$ cat src/rtl/spi_ram_pkg.sv
`default_nettype none
// ============================================================================
// Package : spi_ram_pkg
// Desc    : Shared state encoding, frame commands and frame width for spi_ram_slave.
// Rev     : 1.0 - initial release
// ============================================================================
package spi_ram_pkg;

   typedef enum logic [2:0] {
      IDLE      = 3'd0,
      WRITE     = 3'd1,
      CHK_CMD   = 3'd2,
      READ_ADD  = 3'd3,
      READ_DATA = 3'd4
   } state_e;

   localparam logic [1:0] CMD_WR_ADDR = 2'b00;
   localparam logic [1:0] CMD_WR_DATA = 2'b01;
   localparam logic [1:0] CMD_RD_ADDR = 2'b10;
   localparam logic [1:0] CMD_RD_DATA = 2'b11;

   localparam int FRAME_W = 10;

endpackage
`default_nettype wire

$ cat src/rtl/spi_ram_mem.sv
`default_nettype none
// ============================================================================
// Module : spi_ram_mem
// Desc   : Single-port RAM decoding received frames into address/data operations.
// Rev    : 1.0 - initial release
// ============================================================================
module spi_ram_mem
   import spi_ram_pkg::*;
#(
   parameter int MEM_DEPTH = 256,
   parameter int ADDR_SIZE = 8
) (
   input  logic                 clk,
   input  logic                 rst,
   input  logic [FRAME_W-1:0]   din,
   input  logic                 rx_valid,
   output logic [ADDR_SIZE-1:0] dout,
   output logic                 tx_valid
);

   logic [ADDR_SIZE-1:0] r_mem [MEM_DEPTH];
   logic [ADDR_SIZE-1:0] r_wr_addr;
   logic [ADDR_SIZE-1:0] r_rd_addr;
   logic                 w_wr_ok;
   logic                 w_rd_ok;
   logic [1:0]           w_cmd;
   logic [ADDR_SIZE-1:0] w_payload;

   assign w_cmd     = din[FRAME_W-1 -: 2];
   assign w_payload = din[ADDR_SIZE-1:0];

   // Addresses beyond the populated depth are neither written nor read.
   generate
      if (MEM_DEPTH >= (1 << ADDR_SIZE)) begin : g_full_range
         assign w_wr_ok = 1'b1;
         assign w_rd_ok = 1'b1;
      end else begin : g_part_range
         assign w_wr_ok = (r_wr_addr < ADDR_SIZE'(MEM_DEPTH));
         assign w_rd_ok = (r_rd_addr < ADDR_SIZE'(MEM_DEPTH));
      end
   endgenerate

   always_ff @(posedge clk) begin
      if (!rst && rx_valid && (w_cmd == CMD_WR_DATA) && w_wr_ok) begin
         r_mem[r_wr_addr] <= w_payload;
      end
   end

   always_ff @(posedge clk) begin
      if (rst) begin
         r_wr_addr <= '0;
         r_rd_addr <= '0;
         dout      <= '0;
         tx_valid  <= 1'b0;
      end else begin
         tx_valid <= 1'b0;
         if (rx_valid) begin
            case (w_cmd)
               CMD_WR_ADDR: r_wr_addr <= w_payload;
               CMD_RD_ADDR: r_rd_addr <= w_payload;
               CMD_RD_DATA: begin
                  dout     <= w_rd_ok ? r_mem[r_rd_addr] : '0;
                  tx_valid <= 1'b1;
               end
               default: ;
            endcase
         end
      end
   end

endmodule
`default_nettype wire

$ cat src/rtl/spi_ram_slave.sv
`default_nettype none
// ============================================================================
// Module : spi_ram_slave
// Desc   : SPI slave front-end (10-bit frames in, 8-bit read data out) over a RAM.
// Rev    : 1.0 - initial release
// ============================================================================
module spi_ram_slave
   import spi_ram_pkg::*;
#(
   parameter int MEM_DEPTH = 256,
   parameter int ADDR_SIZE = 8
) (
   input  logic clk,
   input  logic rst,
   input  logic SS_n,
   input  logic MOSI,
   output logic MISO
);

   localparam int c_CNT_W    = $clog2(FRAME_W);
   localparam int c_TX_CNT_W = $clog2(ADDR_SIZE);

   state_e                 r_state;
   logic [c_CNT_W-1:0]     r_bit_cnt;
   logic [FRAME_W-2:0]     r_rx_shift;
   logic [FRAME_W-1:0]     r_rx_data;
   logic                   r_rx_valid;
   logic                   r_rd_addr_seen;
   logic [ADDR_SIZE-2:0]   r_tx_shift;
   logic [c_TX_CNT_W-1:0]  r_tx_cnt;

   logic [FRAME_W-1:0]     w_frame;
   logic                   w_last_bit;
   logic [ADDR_SIZE-1:0]   w_tx_data;
   logic                   w_tx_valid;
   logic                   w_in_rd_data;

   assign w_frame      = {r_rx_shift, MOSI};
   assign w_last_bit   = (r_bit_cnt == c_CNT_W'(FRAME_W - 1));
   assign w_in_rd_data = (r_state == READ_DATA);

   always_ff @(posedge clk) begin
      if (rst) begin
         r_state        <= IDLE;
         r_bit_cnt      <= '0;
         r_rx_shift     <= '0;
         r_rx_data      <= '0;
         r_rx_valid     <= 1'b0;
         r_rd_addr_seen <= 1'b0;
      end else begin
         r_rx_valid <= 1'b0;
         if (SS_n) begin
            r_state   <= IDLE;
            r_bit_cnt <= '0;
         end else begin
            case (r_state)
               IDLE: begin
                  r_state   <= CHK_CMD;
                  r_bit_cnt <= '0;
               end
               // The command MSB picks the target state and is also the first frame bit.
               CHK_CMD: begin
                  r_rx_shift <= w_frame[FRAME_W-2:0];
                  r_bit_cnt  <= c_CNT_W'(1);
                  if (!MOSI)
                     r_state <= WRITE;
                  else if (r_rd_addr_seen)
                     r_state <= READ_DATA;
                  else
                     r_state <= READ_ADD;
               end
               WRITE, READ_ADD, READ_DATA: begin
                  r_rx_shift <= w_frame[FRAME_W-2:0];
                  if (w_last_bit) begin
                     r_bit_cnt  <= '0;
                     r_rx_data  <= w_frame;
                     // A read-data command arriving in WRITE never reaches the RAM.
                     r_rx_valid <= !((r_state == WRITE) &&
                                     (w_frame[FRAME_W-1 -: 2] == CMD_RD_DATA));
                     if (r_state == READ_ADD)
                        r_rd_addr_seen <= 1'b1;
                     else if (r_state == READ_DATA)
                        r_rd_addr_seen <= 1'b0;
                  end else begin
                     r_bit_cnt <= r_bit_cnt + c_CNT_W'(1);
                  end
               end
               default: r_state <= IDLE;
            endcase
         end
      end
   end

   // Read data leaves MSB first; the shifter keeps running outside READ_DATA but MISO stays low.
   always_ff @(posedge clk) begin
      if (rst) begin
         MISO       <= 1'b0;
         r_tx_shift <= '0;
         r_tx_cnt   <= '0;
      end else if (w_tx_valid) begin
         MISO       <= w_in_rd_data & w_tx_data[ADDR_SIZE-1];
         r_tx_shift <= w_tx_data[ADDR_SIZE-2:0];
         r_tx_cnt   <= c_TX_CNT_W'(ADDR_SIZE - 1);
      end else if (r_tx_cnt != '0) begin
         MISO       <= w_in_rd_data & r_tx_shift[ADDR_SIZE-2];
         r_tx_shift <= {r_tx_shift[ADDR_SIZE-3:0], 1'b0};
         r_tx_cnt   <= r_tx_cnt - c_TX_CNT_W'(1);
      end else begin
         MISO <= 1'b0;
      end
   end

   spi_ram_mem #(
      .MEM_DEPTH (MEM_DEPTH),
      .ADDR_SIZE (ADDR_SIZE)
   ) u_mem (
      .clk      (clk),
      .rst      (rst),
      .din      (r_rx_data),
      .rx_valid (r_rx_valid),
      .dout     (w_tx_data),
      .tx_valid (w_tx_valid)
   );

endmodule
`default_nettype wire

$ cat config.mk
export PLATFORM = sky130hd
export DESIGN_NAME = spi_ram_slave
export DESIGN_NICKNAME = d
export VERILOG_FILES = /design/src/rtl/spi_ram_pkg.sv /design/src/rtl/spi_ram_mem.sv /design/src/rtl/spi_ram_slave.sv
export SDC_FILE = /design/constraint.sdc
export NUM_CORES = 2
export LEC_CHECK = 0
export ABC_AREA = 1
export BUFFER_PORTS_ARGS = -buffer_cell sky130_fd_sc_hd__buf_4
export CORE_MARGIN = 1.5
export CORE_UTILIZATION = 50
export CTS_CLUSTER_DIAMETER = 200
export DETAILED_ROUTE_END_ITERATION = 16
export PLACE_DENSITY = 0.65
export REMOVE_ABC_BUFFERS = 1
export SLEW_MARGIN = 20
export SYNTH_ARGS = -nofsm -noshare
export SYNTH_HDL_FRONTEND = slang
export SYNTH_HIERARCHICAL = 1
export SYNTH_SLANG_ARGS = --single-unit
$ cat constraint.sdc
create_clock -name clk -period 9.3 [get_ports clk]
set_input_delay 0.93 -clock clk [delete_from_list [all_inputs] [get_ports clk]]
set_output_delay 0.93 -clock clk [all_outputs]
set_load 0.02 [all_outputs]
Word level (Yosys, flattened, before mapping)
Memories as Yosys holds them, arrays and structs flattened. A register that Yosys moved wholly into a read port is not among the register bits.
Cells that the tools add are included.
{"block": "op_classes", "mux": 16, "bitwise": 6, "reduce_logical": 22, "eq_ne": 9, "addsub": 2}
{"cell": "$mux W7", "n": 2}
{"cell": "$mux W3", "n": 4}
{"cell": "$pmux W4 S3", "n": 1}
{"cell": "$pmux W3 S3", "n": 1}
{"cell": "$reduce_and A2 Y1", "n": 4}
{"cell": "$reduce_or A4 Y1", "n": 2}
{"cell": "$mux W1", "n": 7}
{"cell": "$eq A2 B2 Y1 const B", "n": 3}
{"cell": "$eq A3 B2 Y1 const B", "n": 2}
{"cell": "$reduce_bool A3 Y1", "n": 2}
{"cell": "$add A4 B1 Y4 const B", "n": 1}
{"cell": "$eq A4 B4 Y1 const B", "n": 1}
{"cell": "$mux W4", "n": 1}
{"cell": "$not A1 Y1", "n": 4}
{"cell": "$reduce_and A4 Y1", "n": 1}
{"cell": "$reduce_bool A2 Y1", "n": 2}
{"cell": "$reduce_or A2 Y1", "n": 2}
{"cell": "$eq A3 B1 Y1 const B", "n": 1}
{"cell": "$eq A3 B3 Y1 const B", "n": 1}
{"cell": "$logic_and A1 B1 Y1", "n": 3}
{"cell": "$logic_not A3 Y1", "n": 1}
{"cell": "$reduce_and A3 Y1", "n": 1}
{"cell": "$reduce_or A3 Y1", "n": 1}
{"cell": "$sub A3 B1 Y3 const B", "n": 1}
{"cell": "4 further kinds", "n": 6}
{"block": "totals", "ram_bits": 2048, "output_inout_bits": 1, "register_bits": 56, "memories": 1}
{"memory": "u_mem.r_mem", "depth": 256, "width": 8, "rd": 1, "rd_ports_with_merged_regs": 1, "write_ports": 1, "line": "spi_ram_mem.sv:21", "text": "logic [ADDR_SIZE-1:0] r_mem [MEM_DEPTH];"}

Depth between registers and ports, before layout
{"block": "depth", "depth_word": 5, "depth_mapped": 17, "mapped_depth_nobuf": 13}

By module
The synthesis kept the hierarchy.
{"module": "spi_ram_mem", "seq_area_each_um2": 61999.5, "area_each_um2": 84055.6, "n_inst": 1, "cells_each": 7102}
{"module": "spi_ram_slave", "seq_area_each_um2": 780.7, "area_each_um2": 1815.5, "n_inst": 1, "cells_each": 252}

Worst setup path after synthesis
No wires, ideal clock.
{"block": "synth_timing", "path_kind": "flip-flop to flip-flop", "startpoint": "register r_rx_data[0]", "endpoint": "memory u_mem.r_mem[0][0], data pin", "arrival_ns": 3.429, "path_stages_with_launch": 1, "required_time_ns": 8.438, "setup_slack_ns": 5.008, "cell_sequence": "dfxtp_1"}
{"element": "from (decl)", "line": "spi_ram_slave.sv:26", "text": "logic [FRAME_W-1:0] r_rx_data;"}
{"element": "from (signal assigned)", "line": "spi_ram_slave.sv:76", "text": "r_rx_data <= w_frame;"}
{"element": "to (decl)", "line": "spi_ram_mem.sv:21"}
No word-level cell before the write port.

==> flow_results.xml <==
<?xml version="1.0" encoding="UTF-8"?>
<metrics>
  <group name="status">
    <metric name="outcome" unit="">complete, but fails checks</metric>
    <metric name="violations_in_the_final_reports" unit="">design-rule violations</metric>
  </group>
  <group name="clock_tree">
    <metric name="clkTransAtPathRegs" unit="ns">0.06</metric>
    <metric name="cts_htree_levels" unit="">4</metric>
    <metric name="holdBufCountCts" unit="">0</metric>
    <metric name="cts.root.buffer_cell" unit="">sky130_fd_sc_hd__clkbuf_16</metric>
    <metric name="numCtsBuffers" unit="">211</metric>
    <metric name="number_of_buffers_on_the_longest_clock_path" unit="">3</metric>
    <metric name="postCtsSetupBuffers" unit="">0</metric>
    <metric name="clock_net_sink_count" unit="">2112</metric>
    <metric name="cts-resized-gates" unit="">0</metric>
    <metric name="tritoncts_clock_tree" unit="">done</metric>
    <metric name="clkLatencyLatePin" unit="ns">0.84</metric>
  </group>
  <group name="layout">
    <metric name="final_net_count" unit="">7151</metric>
    <metric name="final_common_cell" unit="">sky130_fd_sc_hd__nand2_1</metric>
    <metric name="area_growth_syn_to_layout" unit="%">9.34</metric>
    <metric name="post_layout_nonfiller_instances" unit="">9548</metric>
    <metric name="layout_common_cells" unit="">2185 x sky130_fd_sc_hd__nand2_1, 2048 x sky130_fd_sc_hd__edfxtp_1, 2043 x sky130_fd_sc_hd__nand3_1</metric>
    <metric name="post_route_cells_drive_above_1_share" unit="%">5.81</metric>
  </group>
  <group name="global_routing">
    <metric name="grt_pass1_vias" unit="">53700</metric>
    <metric name="globalRoute.totalOverflow" unit="">0</metric>
    <metric name="grtUsageTotal" unit="%">26.3</metric>
    <metric name="grt_first_pass_wirelength" unit="um">346000</metric>
    <metric name="grt_max_degree" unit="">269</metric>
    <metric name="antenna_violations_before_repair" unit="">4</metric>
  </group>
  <group name="detailed_routing">
    <metric name="drt-total-wl" unit="um">232000</metric>
    <metric name="first_pass_iters" unit="">12</metric>
    <metric name="detail_route.iter0.violations" unit="">7658</metric>
    <metric name="via_per_inst" unit="">5.97</metric>
    <metric name="drt-wirelength-per-cell" unit="um">24.3</metric>
    <metric name="drc_errors" unit="">1</metric>
    <metric name="route.vias.total" unit="">57000</metric>
    <metric name="route.antenna.remaining_nets" unit="">0</metric>
  </group>
  <group name="power_and_ir_drop">
    <metric name="post-layout-total-power" unit="uW">18600</metric>
    <metric name="power_leakage" unit="uW">0.0346</metric>
    <metric name="vdd_drop_max" unit="uV">205</metric>
    <metric name="pwr_density_cell" unit="nW/um^2">198</metric>
  </group>
  <group name="yosys">
    <metric name="postSynth.topFlopCell" unit="">sky130_fd_sc_hd__edfxtp_1</metric>
    <metric name="ys_warn_count" unit="">6</metric>
    <metric name="edff_count_synth" unit="">2048</metric>
    <metric name="netlist-cell-type-count" unit="">32</metric>
    <metric name="postSynth.asyncResetShare" unit="%">0</metric>
    <metric name="synth-seq-area-share" unit="%">73.1</metric>
    <metric name="syn-cell-area" unit="sq um">85900</metric>
    <metric name="synth.avg_cell_area" unit="sq um">11.7</metric>
    <metric name="ys_ff_latch" unit="">2112</metric>
    <metric name="post_synth_inst_count" unit="">7354</metric>
  </group>
  <group name="timing">
    <metric name="finalHoldViolations" unit="">0</metric>
    <metric name="unrepaired_setup_endpoints_after_global_routing" unit="">false</metric>
    <metric name="fin_worst_skew" unit="ns">0.0353</metric>
    <metric name="slew_violations" unit="">0</metric>
    <metric name="layout_worst_path_cycle_share" unit="%">50.4</metric>
    <metric name="worst-slew-pin-transition" unit="ns">1.33</metric>
    <metric name="finalSetupViolations" unit="">0</metric>
    <metric name="fmax" unit="GHz">0.213</metric>
    <metric name="relative_slew_slack" unit="%">11.6</metric>
    <metric name="timing.final.crit_period" unit="ns">4.69</metric>
  </group>
  <group name="floorplan">
    <metric name="placeableCoreArea" unit="sq um">170000</metric>
    <metric name="start_util" unit="%">50.5</metric>
    <metric name="floorplan.rows" unit="">151</metric>
    <metric name="floorplan.die_area" unit="sq um">174000</metric>
    <metric name="die_w" unit="um">417</metric>
    <metric name="fp.dieH" unit="um">417</metric>
    <metric name="num_io_pins" unit="">5</metric>
  </group>
  <group name="placement">
    <metric name="dp_hpwl" unit="um">123000</metric>
    <metric name="finalWeightedCongestion" unit="">0.865</metric>
    <metric name="port_buffers" unit="">4</metric>
    <metric name="placed_cells" unit="">9145</metric>
  </group>
  <group name="critical_path">
    <metric name="worst_ep_required_time" unit="ns">10.09</metric>
    <metric name="cp_data_arrival_time" unit="ns">5.48</metric>
    <metric name="worstPathMaxFanout" unit="">182</metric>
    <metric name="cp-start-kind" unit="">register</metric>
    <metric name="endpoint_kind" unit="">register</metric>
    <metric name="timing.setup.critical_path_class" unit="">register to register</metric>
  </group>
  <group name="flow_run">
    <metric name="timing.max_cap.violations" unit="">0</metric>
  </group>
  <group name="worst_hold_path">
    <metric name="timing.hold.worst.class" unit="">input pin to register</metric>
  </group>
</metrics>
-- state kept, by name, summed over array words and instances, names as in the netlist, 3 cells and up --
signal / count
u_mem/r_mem: 2048
r_rx_data: 10
r_rx_shift: 9
u_mem/dout: 8
u_mem/r_rd_addr: 8
u_mem/r_wr_addr: 8
r_tx_shift: 7
r_bit_cnt: 4
r_state: 3
r_tx_cnt: 3
-- Yosys cell counts, types with 2 or more instances --
cell type | number | area share, %
sky130_fd_sc_hd__edfxtp_1 | 2048 | 72
sky130_fd_sc_hd__a211oi_1 | 14 | 0.12
sky130_fd_sc_hd__nor2_4 | 4 | 0.052
sky130_fd_sc_hd__nor4_1 | 2 | 0.015
sky130_fd_sc_hd__clkbuf_1 | 112 | 0.49
sky130_fd_sc_hd__nand2_1 | 2197 | 9.6
sky130_fd_sc_hd__ha_1 | 4 | 0.058
sky130_fd_sc_hd__inv_1 | 78 | 0.34
sky130_fd_sc_hd__buf_4 | 36 | 0.31
sky130_fd_sc_hd__dfxtp_1 | 64 | 1.5
sky130_fd_sc_hd__nor3_1 | 4 | 0.023
sky130_fd_sc_hd__buf_2 | 312 | 1.8
sky130_fd_sc_hd__nand3_2 | 6 | 0.070
sky130_fd_sc_hd__buf_1 | 27 | 0.12
sky130_fd_sc_hd__nand3_1 | 2043 | 12
sky130_fd_sc_hd__nor2_2 | 2 | 0.015
sky130_fd_sc_hd__a21oi_1 | 19 | 0.11
sky130_fd_sc_hd__inv_2 | 3 | 0.013
sky130_fd_sc_hd__nor2_1 | 350 | 1.5
sky130_fd_sc_hd__a31oi_1 | 7 | 0.051
sky130_fd_sc_hd__buf_6 | 8 | 0.10
sky130_fd_sc_hd__clkinv_1 | 4 | 0.017
-- worst paths after layout --
| check | slack, ns | cells past startpoint | from | end |
|---|---|---|---|---|
| setup reg to reg | 4.61 | 15 | u_mem/r_rd_addr[0]$_SDFFE_PP0P_ | u_mem/dout[6]$_SDFFE_PP0P_ |
| hold / removal | 0.38 | 3 | MOSI | r_rx_shift[0]$_SDFFE_PP0P_ |
| setup / recovery | 4.61 | 15 | u_mem/r_rd_addr[0]$_SDFFE_PP0P_ | u_mem/dout[6]$_SDFFE_PP0P_ |
| hold reg to reg | 0.47 | 2 | r_tx_cnt[0]$_SDFFE_PP0P_ | r_tx_cnt[0]$_SDFFE_PP0P_ |
-- final cells by class --
cell class                      instances  area (sq um)
Clock buffer                          260          5600
Timing Repair Buffer                   71           777
Tap cell                             2218          2780
Clock inverter                        137          1190
Sequential cell                      2112         62800
Multi-Input combinational cell       4661         20400
Inverter                               86           357
Fill cell                           14100         76100
Antenna cell                            3          7.51
-- per-layer routing --
| metal | routed length, um | GRT usage [%] | vias up |
|---|---|---|---|
| met5 | 39 | 0 | - |
| met4 | 8730 | 10.6 | 6 |
| met3 | 21500 | 4.87 | 419 |
| met2 | 107000 | 40.2 | 2788 |
| met1 | 94800 | 37.4 | 28200 |
| li1 | - | - | 25600 |
-- power breakdown --
group	total, uW	internal [uW]	switching [uW]
combinational	62.0	17.4	44.5
clock	8290	4690	3600
sequential	10300	10300	4.16
total	18600	15000	3650
-- per-stage QoR --
| step | util [%] | setup TNS, ns | hold WS [ns] | setup slack (ns) | instance area (sq um) |
|---|---|---|---|---|---|
| global route | 55.2 | 0 | 0.374 | 4.40 | 93900 |
| global placement | 51.2 | 0 | 0.453 | 4.83 | 87000 |
| detailed placement | 51.2 | 0 | 0.460 | 4.77 | 87000 |
| floorplan | - | -344.84 | 0.435 | -36.74 | 83400 |
| CTS | 55.2 | 0 | 0.322 | 4.72 | 93800 |
| finish | 55.2 | 0 | 0.382 | 4.61 | 93900 |
-- logic make-up after synthesis --
group,count (synthesis),share of synthesized area [%]
buffers and inverters,581,3.22
AND/OR/NAND/NOR,4614,23.3
adder cells (fa/ha/maj),4,0.0583
flip-flops,2112,73.1
AO/OA/AOI/OAI,42,0.300
XOR/XNOR,1,0.0102
-- worst max-delay path, stage by stage (launching register included) --
cell                      delay (ns)
sky130_fd_sc_hd__dfxtp_4        0.81
sky130_fd_sc_hd__buf_12         0.58
sky130_fd_sc_hd__buf_4          0.75
sky130_fd_sc_hd__buf_4          0.77
sky130_fd_sc_hd__nand2_1        0.12
sky130_fd_sc_hd__nand3_1        0.13
sky130_fd_sc_hd__nand3_1        0.15
sky130_fd_sc_hd__nand3_1        0.12
sky130_fd_sc_hd__nand3_1        0.15
sky130_fd_sc_hd__nand3_1        0.13
sky130_fd_sc_hd__nand3_1        0.17
sky130_fd_sc_hd__nand2_1        0.21
sky130_fd_sc_hd__nand2_1        0.07
sky130_fd_sc_hd__nand3_1        0.10
sky130_fd_sc_hd__nand2_1        0.06
sky130_fd_sc_hd__inv_1          0.04
No activity file was read; power rests on OpenSTA's default activity.
